### config.mk
export PLATFORM = sky130hd
export DESIGN_NAME = road_scroll_renderer_flat
export DESIGN_NICKNAME = d
export VERILOG_FILES = /design/src/rtl/road_scroll_renderer_if.sv /design/src/rtl/road_scroll_renderer.sv /design/src/flat_wrapper.sv
export SDC_FILE = /design/constraint.sdc
export NUM_CORES = 1
export LEC_CHECK = 0
export CAP_MARGIN = 20
export CORE_ASPECT_RATIO = 1.1
export CORE_MARGIN = 3
export CORE_UTILIZATION = 45
export DETAILED_ROUTE_END_ITERATION = 10
export PLACE_DENSITY = 0.85
export SYNTH_ARGS = -nofsm -noshare
export SYNTH_HDL_FRONTEND = slang
export SYNTH_SLANG_ARGS = --single-unit
### constraint.sdc
create_clock -name clk -period 5.34 [get_ports clk]
set_clock_uncertainty 0.05 [all_clocks]
set_input_delay 0.801 -clock clk [delete_from_list [all_inputs] [get_ports clk]]
set_output_delay 0.801 -clock clk [all_outputs]
set_load 0.05 [all_outputs]
### src/rtl/road_scroll_renderer_if.sv
// road_scroll_renderer_if: sync-generator inputs and pixel/scroll outputs of the road renderer
interface road_scroll_renderer_if;
  logic        hsync_in;
  logic        vsync_in;
  logic        video_on;
  logic [9:0]  pixel_x;
  logic [9:0]  pixel_y;
  logic [5:0]  speed;
  logic        pause;
  logic        hsync;
  logic        vsync;
  logic [11:0] rgb;
  logic        frame_tick;
  logic [9:0]  scroll;
  modport master (
    output hsync_in, vsync_in, video_on, pixel_x, pixel_y, speed, pause,
    input  hsync, vsync, rgb, frame_tick, scroll
  );
  modport slave (
    input  hsync_in, vsync_in, video_on, pixel_x, pixel_y, speed, pause,
    output hsync, vsync, rgb, frame_tick, scroll
  );
endinterface

### src/rtl/road_scroll_renderer.sv
// road_scroll_renderer: two-stage pixel pipeline drawing a scrolling three-lane road with a per-frame scroll counter
module road_scroll_renderer #(
  parameter logic [9:0] VD          = 10'd480,
  parameter logic [9:0] ROAD_L      = 10'd160,
  parameter logic [9:0] ROAD_R      = 10'd480,
  parameter logic [9:0] EDGE_W      = 10'd8,
  parameter logic [9:0] LANE1_X     = 10'd264,
  parameter logic [9:0] LANE2_X     = 10'd368,
  parameter logic [9:0] LINE_W      = 10'd8,
  parameter logic [9:0] DASH_PERIOD = 10'd64,
  parameter logic [9:0] DASH_ON     = 10'd32
) (
  input logic clk,
  input logic clr_n,
  road_scroll_renderer_if.slave bus
);
  logic        vo_r, hs_r, vs_r, grass_r, edge_r, line_r, dash_r, tick;
  logic [9:0]  x, scroll_q;
  logic [10:0] ey, s;
  assign x = bus.pixel_x;
  assign bus.scroll = scroll_q;
  always_comb begin
    ey   = (11'(bus.pixel_y) + 11'(DASH_PERIOD) - 11'(scroll_q)) & 11'(DASH_PERIOD - 10'd1);
    s    = 11'(scroll_q) + 11'(bus.speed);
    tick = x == '0 && bus.pixel_y == VD;
  end
  always_ff @(posedge clk or negedge clr_n) begin
    if (!clr_n) begin
      vo_r           <= 1'b0;
      hs_r           <= 1'b0;
      vs_r           <= 1'b0;
      grass_r        <= 1'b0;
      edge_r         <= 1'b0;
      line_r         <= 1'b0;
      dash_r         <= 1'b0;
      bus.hsync      <= 1'b0;
      bus.vsync      <= 1'b0;
      bus.rgb        <= 12'h000;
      bus.frame_tick <= 1'b0;
      scroll_q       <= '0;
    end else begin
      vo_r           <= bus.video_on;
      hs_r           <= bus.hsync_in;
      vs_r           <= bus.vsync_in;
      grass_r        <= x < ROAD_L || x >= ROAD_R;
      edge_r         <= (x >= ROAD_L && x < ROAD_L + EDGE_W) || (x >= ROAD_R - EDGE_W && x < ROAD_R);
      line_r         <= (x >= LANE1_X && x < LANE1_X + LINE_W) || (x >= LANE2_X && x < LANE2_X + LINE_W);
      dash_r         <= ey < 11'(DASH_ON);
      bus.hsync      <= hs_r;
      bus.vsync      <= vs_r;
      bus.rgb        <= !vo_r ? 12'h000 : grass_r ? 12'h0A0 : edge_r ? 12'hFFF :
                        (line_r && dash_r) ? 12'hFF0 : 12'h555;
      bus.frame_tick <= tick;
      // scroll only moves on the blanking-line tick, so a frame always sees one offset
      if (tick && !bus.pause)
        scroll_q <= (s >= 11'(DASH_PERIOD)) ? 10'(s - 11'(DASH_PERIOD)) : 10'(s);
    end
  end
endmodule

### src/flat_wrapper.sv
// flat-port wrapper written by rule: the top's interface ports become plain ports
module road_scroll_renderer_flat 
#(
  parameter logic [9:0] VD          = 10'd480,
  parameter logic [9:0] ROAD_L      = 10'd160,
  parameter logic [9:0] ROAD_R      = 10'd480,
  parameter logic [9:0] EDGE_W      = 10'd8,
  parameter logic [9:0] LANE1_X     = 10'd264,
  parameter logic [9:0] LANE2_X     = 10'd368,
  parameter logic [9:0] LINE_W      = 10'd8,
  parameter logic [9:0] DASH_PERIOD = 10'd64,
  parameter logic [9:0] DASH_ON     = 10'd32
)
  (clk, clr_n, bus_hsync_in, bus_vsync_in, bus_video_on, bus_pixel_x, bus_pixel_y, bus_speed, bus_pause, bus_hsync, bus_vsync, bus_rgb, bus_frame_tick, bus_scroll);
  road_scroll_renderer_if bus_i ();
  input logic clk;
  input logic clr_n;
  input wire logic [$bits(bus_i.hsync_in)-1:0] bus_hsync_in;
  input wire logic [$bits(bus_i.vsync_in)-1:0] bus_vsync_in;
  input wire logic [$bits(bus_i.video_on)-1:0] bus_video_on;
  input wire logic [$bits(bus_i.pixel_x)-1:0] bus_pixel_x;
  input wire logic [$bits(bus_i.pixel_y)-1:0] bus_pixel_y;
  input wire logic [$bits(bus_i.speed)-1:0] bus_speed;
  input wire logic [$bits(bus_i.pause)-1:0] bus_pause;
  output wire logic [$bits(bus_i.hsync)-1:0] bus_hsync;
  output wire logic [$bits(bus_i.vsync)-1:0] bus_vsync;
  output wire logic [$bits(bus_i.rgb)-1:0] bus_rgb;
  output wire logic [$bits(bus_i.frame_tick)-1:0] bus_frame_tick;
  output wire logic [$bits(bus_i.scroll)-1:0] bus_scroll;
  assign bus_i.hsync_in = bus_hsync_in;
  assign bus_i.vsync_in = bus_vsync_in;
  assign bus_i.video_on = bus_video_on;
  assign bus_i.pixel_x = bus_pixel_x;
  assign bus_i.pixel_y = bus_pixel_y;
  assign bus_i.speed = bus_speed;
  assign bus_i.pause = bus_pause;
  assign bus_hsync = bus_i.hsync;
  assign bus_vsync = bus_i.vsync;
  assign bus_rgb = bus_i.rgb;
  assign bus_frame_tick = bus_i.frame_tick;
  assign bus_scroll = bus_i.scroll;
  road_scroll_renderer #(.VD(VD), .ROAD_L(ROAD_L), .ROAD_R(ROAD_R), .EDGE_W(EDGE_W), .LANE1_X(LANE1_X), .LANE2_X(LANE2_X), .LINE_W(LINE_W), .DASH_PERIOD(DASH_PERIOD), .DASH_ON(DASH_ON)) u_core (.clk(clk), .clr_n(clr_n), .bus(bus_i));
endmodule
==> results of run 1 <==
==> flip-flops by register name (all words and copies together), names as in the netlist <==
name,cells
u_core.bus.frame_tick,1
u_core.grass_r,1
u_core.bus.rgb,5
u_core.vs_r,1
u_core.vo_r,1
u_core.hs_r,1
u_core.bus.vsync,1
u_core.dash_r,1
u_core.bus.scroll,10
u_core.line_r,1
u_core.edge_r,1
u_core.bus.hsync,1
==> worst max-delay path: stages <==
cell             delay, ns
clkdlybuf4s50_1       0.46
ha_1                  0.19
inv_1                 0.06
fa_1                  0.40
nor2b_1               0.20
o2111ai_1             0.16
nand3b_1              0.30
xor2_1                0.23
ha_1                  0.19
nand4b_1              0.16
nor4_4                0.33
nor3_1                0.11
o41ai_1               0.33
==> power by group through the flow <==
| stage | sequential, mW | combinational (mW) | clock (mW) |
|---|---|---|---|
| 2_1_floorplan | 0.208 | 0.0263 | 0 |
| 3_3_place_gp | 0.200 | 0.0724 | 0 |
| 3_5_place_dp | 0.200 | 0.0727 | 0 |
| 4_1_cts | 0.196 | 0.0730 | 0.0862 |
| 5_1_grt | 0.197 | 0.0807 | 0.0925 |
| 6_report | 0.197 | 0.0750 | 0.0860 |
==> metrics by stage <==
| stage | std cells | instance area [um^2] |
|---|---|---|
| 2_1_floorplan | 166 | 1650 |
| 3_3_place_gp | 259 | 2200 |
| 3_5_place_dp | 259 | 2200 |
| 4_1_cts | 263 | 2220 |
| 5_1_grt | 264 | 2250 |
| 6_report | 264 | 2250 |
==> path summary, 6_finish.rpt <==
path / startpoint / end / slack (ns) / depth (start not counted)
worst max-delay path: bus_speed[0] / u_core.bus.scroll[8]$_DFFE_PN0P_ / 1.59 / 13
worst min-delay path: u_core.vs_r$_DFF_PN0_ / u_core.bus.vsync$_DFF_PN0_ / 0.32 / 0
worst max register to register: u_core.bus.scroll[0]$_DFFE_PN0P_ / u_core.bus.scroll[8]$_DFFE_PN0P_ / 2.08 / 12
worst min register to register: u_core.vs_r$_DFF_PN0_ / u_core.bus.vsync$_DFF_PN0_ / 0.32 / 0
max in group asynchronous: clr_n / u_core.bus.scroll[8]$_DFFE_PN0P_ / 4.16 / 2
min in group asynchronous: clr_n / u_core.vo_r$_DFF_PN0_ / 0.67 / 1
==> cell families (layout without fill, tap and decap cells) <==
group / Yosys count / count (layout) / share of synthesized area [%]
XOR/XNOR: 8 / 8 / 4.26
flip-flops: 25 / 25 / 38.0
AO/OA/AOI/OAI: 36 / 36 / 15.3
adder cells (fa/ha/maj): 13 / 13 / 10.3
buffers and inverters: 22 / 72 / 6.69
AND/OR/NAND/NOR: 56 / 56 / 21.4
multiplexers: 6 / 6 / 3.95
==> metal layers <==
metal | share of wire, % | GRT usage, % | up-vias
met4 | 1.2 | 6.00 | 0
met3 | 3.2 | 2.11 | 4
met2 | 50 | 29.2 | 33
met1 | 45 | 23.9 | 653
met5 | 0 | 0 | -
li1 | - | - | 700
==> cell type report <==
cell class,instances,share of cell area [%]
clock buffers,3,1.00
clock inverters,1,0.222
inverters,11,1.83
multi-input cells,119,40.4
flip-flops and latches,25,27.8
well taps,48,2.67
repair buffers,57,26.1
==> cell usage in the layout, fill, tap and decap left out, types with 2 or more instances in the layout <==
cell             netlist  final
xnor2_1                2      2
o21a_1                 2      2
o211ai_1               4      4
a21oi_1                4      4
nor2b_1                5      5
nand2b_1               3      3
mux2i_1                2      2
or3_1                  2      2
a2bb2oi_1              2      2
dfrtp_1               25     25
o22ai_1                2      2
nand2_1               11     11
clkdlybuf4s50_1        0     56
nand4_1                4      4
o21ai_0                7      7
clkbuf_4               0      3
nor3_1                 3      3
a21boi_0               2      2
mux2_2                 4      4
a21o_1                 3      3
xor2_1                 6      6
nor2_1                 7      7
nand4b_1               2      2
nor3b_1                2      2
nand3_1                2      2
ha_1                  12     12
inv_1                 11     11
==> results.sh, run 1 <==
export IMPL_ys_ff_latch=25
export IMPL_syn_area_um2=1650
export IMPL_total_power_mw=0.358
export IMPL_irDropWorstVdd_mv=0.0848
export IMPL_core_um2=3410
export IMPL_cp_data_arrival_time_ns=3.92
export IMPL_yosysTopAreaCell="dfrtp_1"
export IMPL_worst_pin_slew_ns=0.520
export IMPL_power_switching_mw=0.0976
export IMPL_final_util_pct=66.0
export IMPL_worstSkewPairLatency_ns=0.32
export IMPL_antenna_found_initial=0
export IMPL_drt_first_pass_iters=4
export IMPL_ys_seq_area_share_pct=38.0
export IMPL_setup_viol=0
export IMPL_antenna_left=0
export IMPL_vias_per_cell=5.27
export IMPL_fp_dieW_um=63.7
export IMPL_critPathCaptureType="flip-flop"
export IMPL_fmax_ghz=0.267
export IMPL_relSlewSlack_pct=65.2
export IMPL_p_per_area_nw_per_um2=159
export IMPL_wl_per_cell_um=13.7
export IMPL_initial_core_util_pct=48.2
export IMPL_clockPowerShare_pct=24.0
export IMPL_multi_input_area_um2=910
export IMPL_port_buffer_count=56
export IMPL_grt_pass1_vias=1377
export IMPL_netSwitchingFraction_pct=27.3
export IMPL_cts_resized=0
export IMPL_hold_buffers=0
export IMPL_htreeDepth=1
export IMPL_dpl_worst_slack_ns=1.27
export IMPL_synth_warning_count=0
export IMPL_outcome="finished clean"
export IMPL_areaGrowthSynthToFinish_pct=36.9
export IMPL_dp_final_hpwl_um=2900
export IMPL_rsz0062_at_grt="false"
export IMPL_gr_total_overflow=0
export IMPL_track_usage_pct=17.7
export IMPL_path_clk_slew_ns=0.14
export IMPL_vias=1390
export IMPL_antenna_cells=0
export IMPL_synth_cells=166
export IMPL_first_iter_violations=40
export IMPL_yosysMostFrequentCell="dfrtp_1"
export IMPL_die_area_um2=4420
export IMPL_cap_violations=0
export IMPL_seq_power_share_pct=55.0
export IMPL_startpoint_type="input port"
export IMPL_die_y_um=69.4
export IMPL_grt_first_pass_wirelength_um=6390
export IMPL_min_path_type="reg2reg"
export IMPL_routabilityCongestion=0.894
export IMPL_whs_ns=0.318
export IMPL_async_reset_ff_share_pct=100
export IMPL_nFillCells=310
export IMPL_yosys_cell_types_count=54
export IMPL_seqCellArea_um2=626
export IMPL_cts_sinks=25
export IMPL_synth_common_cells="25 x dfrtp_1, 12 x ha_1, 11 x inv_1, 11 x nand2_1"
export IMPL_comb_power_share_pct=21.0
export IMPL_ioPinCount=57
export IMPL_cts_path_max_buffers=2
export IMPL_root_buffer="clkbuf_4"
export IMPL_fin_setup_tns_ns=0
export IMPL_grt_max_degree=26
export IMPL_synth_edf_count=0
export IMPL_tritoncts="built"
export IMPL_nets=262
export IMPL_syn_avg_cell_area_um2=9.91
export IMPL_p_int_mw=0.260
export IMPL_num_rows=22
export IMPL_synth_top_area_share_pct=38.0
export IMPL_timing_final_crit_share_pct=70.2
export IMPL_drc=0
export IMPL_maxSlewViolCount=0
export IMPL_path_class="in2reg"
export IMPL_routed_wl_um=3630
export IMPL_ys_flop_type="dfrtp_1"
export IMPL_min_period_ns=3.75
export IMPL_fin_ws_ns=1.59
export IMPL_drive_gt1_share_pct=7.41
export IMPL_p_leak_nw=0.919
export IMPL_hold_viol=0
export IMPL_post_cts_buffers=0
export IMPL_syn_num_nets=211
export IMPL_numCtsBuffers=3
export IMPL_cp_max_fo=8
export IMPL_required_ns=5.51
export IMPL_ys_top_cells_by_area="dfrtp_1 38%, ha_1 9.1%, buf_4 3.2%, xor2_1 3.2%, mux2_2 2.7%"
(Power assumes the default switching activity.)
==> run 2: changes to the inputs <==
==> constraint.sdc (replaced) <==
create_clock -name clk -period 3.7 [get_ports clk]
set_clock_uncertainty 0.05 [all_clocks]
set_input_delay 0.555 -clock clk [delete_from_list [all_inputs] [get_ports clk]]
set_output_delay 0.555 -clock clk [all_outputs]
set_load 0.05 [all_outputs]
==> results.sh, run 2 (synthesized netlist as in run 1, its figures left out) <==
export IMPL_fin_ws_ns=0.390
export IMPL_routed_wl_um=3740
export IMPL_root_buffer="clkbuf_4"
export IMPL_numCtsBuffers=3
export IMPL_nets=263
export IMPL_drive_gt1_share_pct=7.83
export IMPL_maxSlewViolCount=0
export IMPL_dpl_worst_slack_ns=0.0899
export IMPL_die_area_um2=4420
export IMPL_path_clk_slew_ns=0.13
export IMPL_areaGrowthSynthToFinish_pct=36.7
export IMPL_worstSkewPairLatency_ns=0.32
export IMPL_timing_final_crit_share_pct=89.5
export IMPL_die_y_um=69.4
export IMPL_cp_max_fo=3
export IMPL_clockPowerShare_pct=24.1
export IMPL_antenna_cells=0
export IMPL_drc=0
export IMPL_hold_buffers=0
export IMPL_wl_met3_um=152
export IMPL_startpoint_type="input port"
export IMPL_p_leak_nw=0.916
export IMPL_first_iter_violations=57
export IMPL_cap_violations=0
export IMPL_p_per_area_nw_per_um2=229
export IMPL_wl_per_cell_um=14.1
export IMPL_p_int_mw=0.375
export IMPL_post_cts_buffers=0
export IMPL_seq_power_share_pct=55.1
export IMPL_fin_setup_tns_ns=0
export IMPL_setup_viol=0
export IMPL_outcome="finished clean"
export IMPL_rsz0062_at_grt="false"
export IMPL_grt_max_degree=16
export IMPL_cp_data_arrival_time_ns=3.48
export IMPL_power_switching_mw=0.140
export IMPL_min_path_type="reg2reg"
export IMPL_hold_viol=0
export IMPL_grt_pass1_vias=1448
export IMPL_critPathCaptureType="flip-flop"
export IMPL_worst_pin_slew_ns=0.601
export IMPL_comb_power_share_pct=20.8
export IMPL_gr_total_overflow=0
export IMPL_routabilityCongestion=0.915
export IMPL_core_um2=3410
export IMPL_vias=1419
export IMPL_initial_core_util_pct=48.2
export IMPL_required_ns=3.87
export IMPL_antenna_found_initial=0
export IMPL_final_cell_mix="56 x clkdlybuf4s50_1, 25 x dfrtp_1, 12 x ha_1"
export IMPL_vias_per_cell=5.35
export IMPL_ioPinCount=57
export IMPL_track_usage_pct=18.5
export IMPL_path_class="in2reg"
export IMPL_met2_length_um=1950
export IMPL_largest_reg_flops=10
export IMPL_layout_commonest_cell="clkdlybuf4s50_1"
export IMPL_fp_dieW_um=63.7
export IMPL_relSlewSlack_pct=59.8
export IMPL_port_buffer_count=56
export IMPL_irDropWorstVdd_mv=0.213
export IMPL_num_rows=22
export IMPL_cts_path_max_buffers=2
export IMPL_wl_met1_um=1570
export IMPL_grt_first_pass_wirelength_um=6580
export IMPL_cts_resized=0
export IMPL_fmax_ghz=0.302
export IMPL_htreeDepth=1
export IMPL_antenna_left=0
export IMPL_netSwitchingFraction_pct=27.2
export IMPL_drt_first_pass_iters=4
export IMPL_highest_layer="met4"
export IMPL_min_period_ns=3.31
export IMPL_cts_sinks=25
export IMPL_tritoncts="built"
export IMPL_dp_final_hpwl_um=3070
## run 2: cell types whose count changed in the layout (fill, tap and decap cells not counted)
cell	before	now
buf_16	1	0
buf_8	0	1
clkinvlp_4	0	1
buf_4	0	1
clkinv_2	1	0
## run 2: layer usage
metal | up-vias | GRT usage, %
met5 | - | 0
met4 | 0 | 6.95
met3 | 9 | 3.89
met2 | 44 | 32.1
met1 | 665 | 22.2
li1 | 701 | -
## run 2: stage by stage
step | power [mW] | instance area (um^2) | util, % | hold WS, ns | cells
6_report | 0.515 | 2250 | 65.9 | 0.317 | 265
5_1_grt | 0.542 | 2250 | 65.9 | 0.334 | 265
4_1_cts | 0.522 | 2250 | 65.9 | 0.320 | 265
3_5_place_dp | 0.397 | 2220 | 65.0 | 0.289 | 261
3_3_place_gp | 0.393 | 2200 | 64.6 | 0.286 | 260
2_1_floorplan | 0.338 | 1650 | - | 0.209 | 166
## run 2: worst paths after layout
path,start,end,slack [ns],cells past startpoint
setup / recovery,bus_speed[0],u_core.bus.scroll[8]$_DFFE_PN0P_,0.39,13
hold / removal,u_core.vs_r$_DFF_PN0_,u_core.bus.vsync$_DFF_PN0_,0.32,0
setup reg to reg,u_core.bus.scroll[4]$_DFFE_PN0P_,u_core.bus.scroll[8]$_DFFE_PN0P_,0.63,11
hold reg to reg,u_core.vs_r$_DFF_PN0_,u_core.bus.vsync$_DFF_PN0_,0.32,0
max in group asynchronous,clr_n,u_core.bus.scroll[7]$_DFFE_PN0P_,2.56,2
min in group asynchronous,clr_n,u_core.vo_r$_DFF_PN0_,0.54,1
## run 2: power groups by stage
stage	logic [mW]	registers, mW	clock network (mW)
finish	0.107	0.283	0.124
global route	0.115	0.285	0.142
CTS	0.108	0.284	0.130
detailed placement	0.108	0.289	0
global placement	0.105	0.288	0
floorplan	0.0380	0.300	0
## run 2: final cells by class
class,count,area [um^2]
repair buffers,58,583
inverters,11,41.3
clock inverters,1,7.51
fillers,305,1160
flip-flops and latches,25,626
multi-input cells,119,910
well taps,48,60.1
clock buffers,3,22.5
## run 2: worst max-delay path, stage by stage
cell and delay [ns]:
clkdlybuf4s50_1 0.46, ha_1 0.17, inv_1 0.06, fa_1 0.40, nor2b_1 0.21, o2111ai_1 0.15, nand3b_1 0.15, xor2_1 0.23
ha_1 0.20, nand4b_1 0.16, nor4_4 0.32, nor3_1 0.10, o41ai_1 0.31
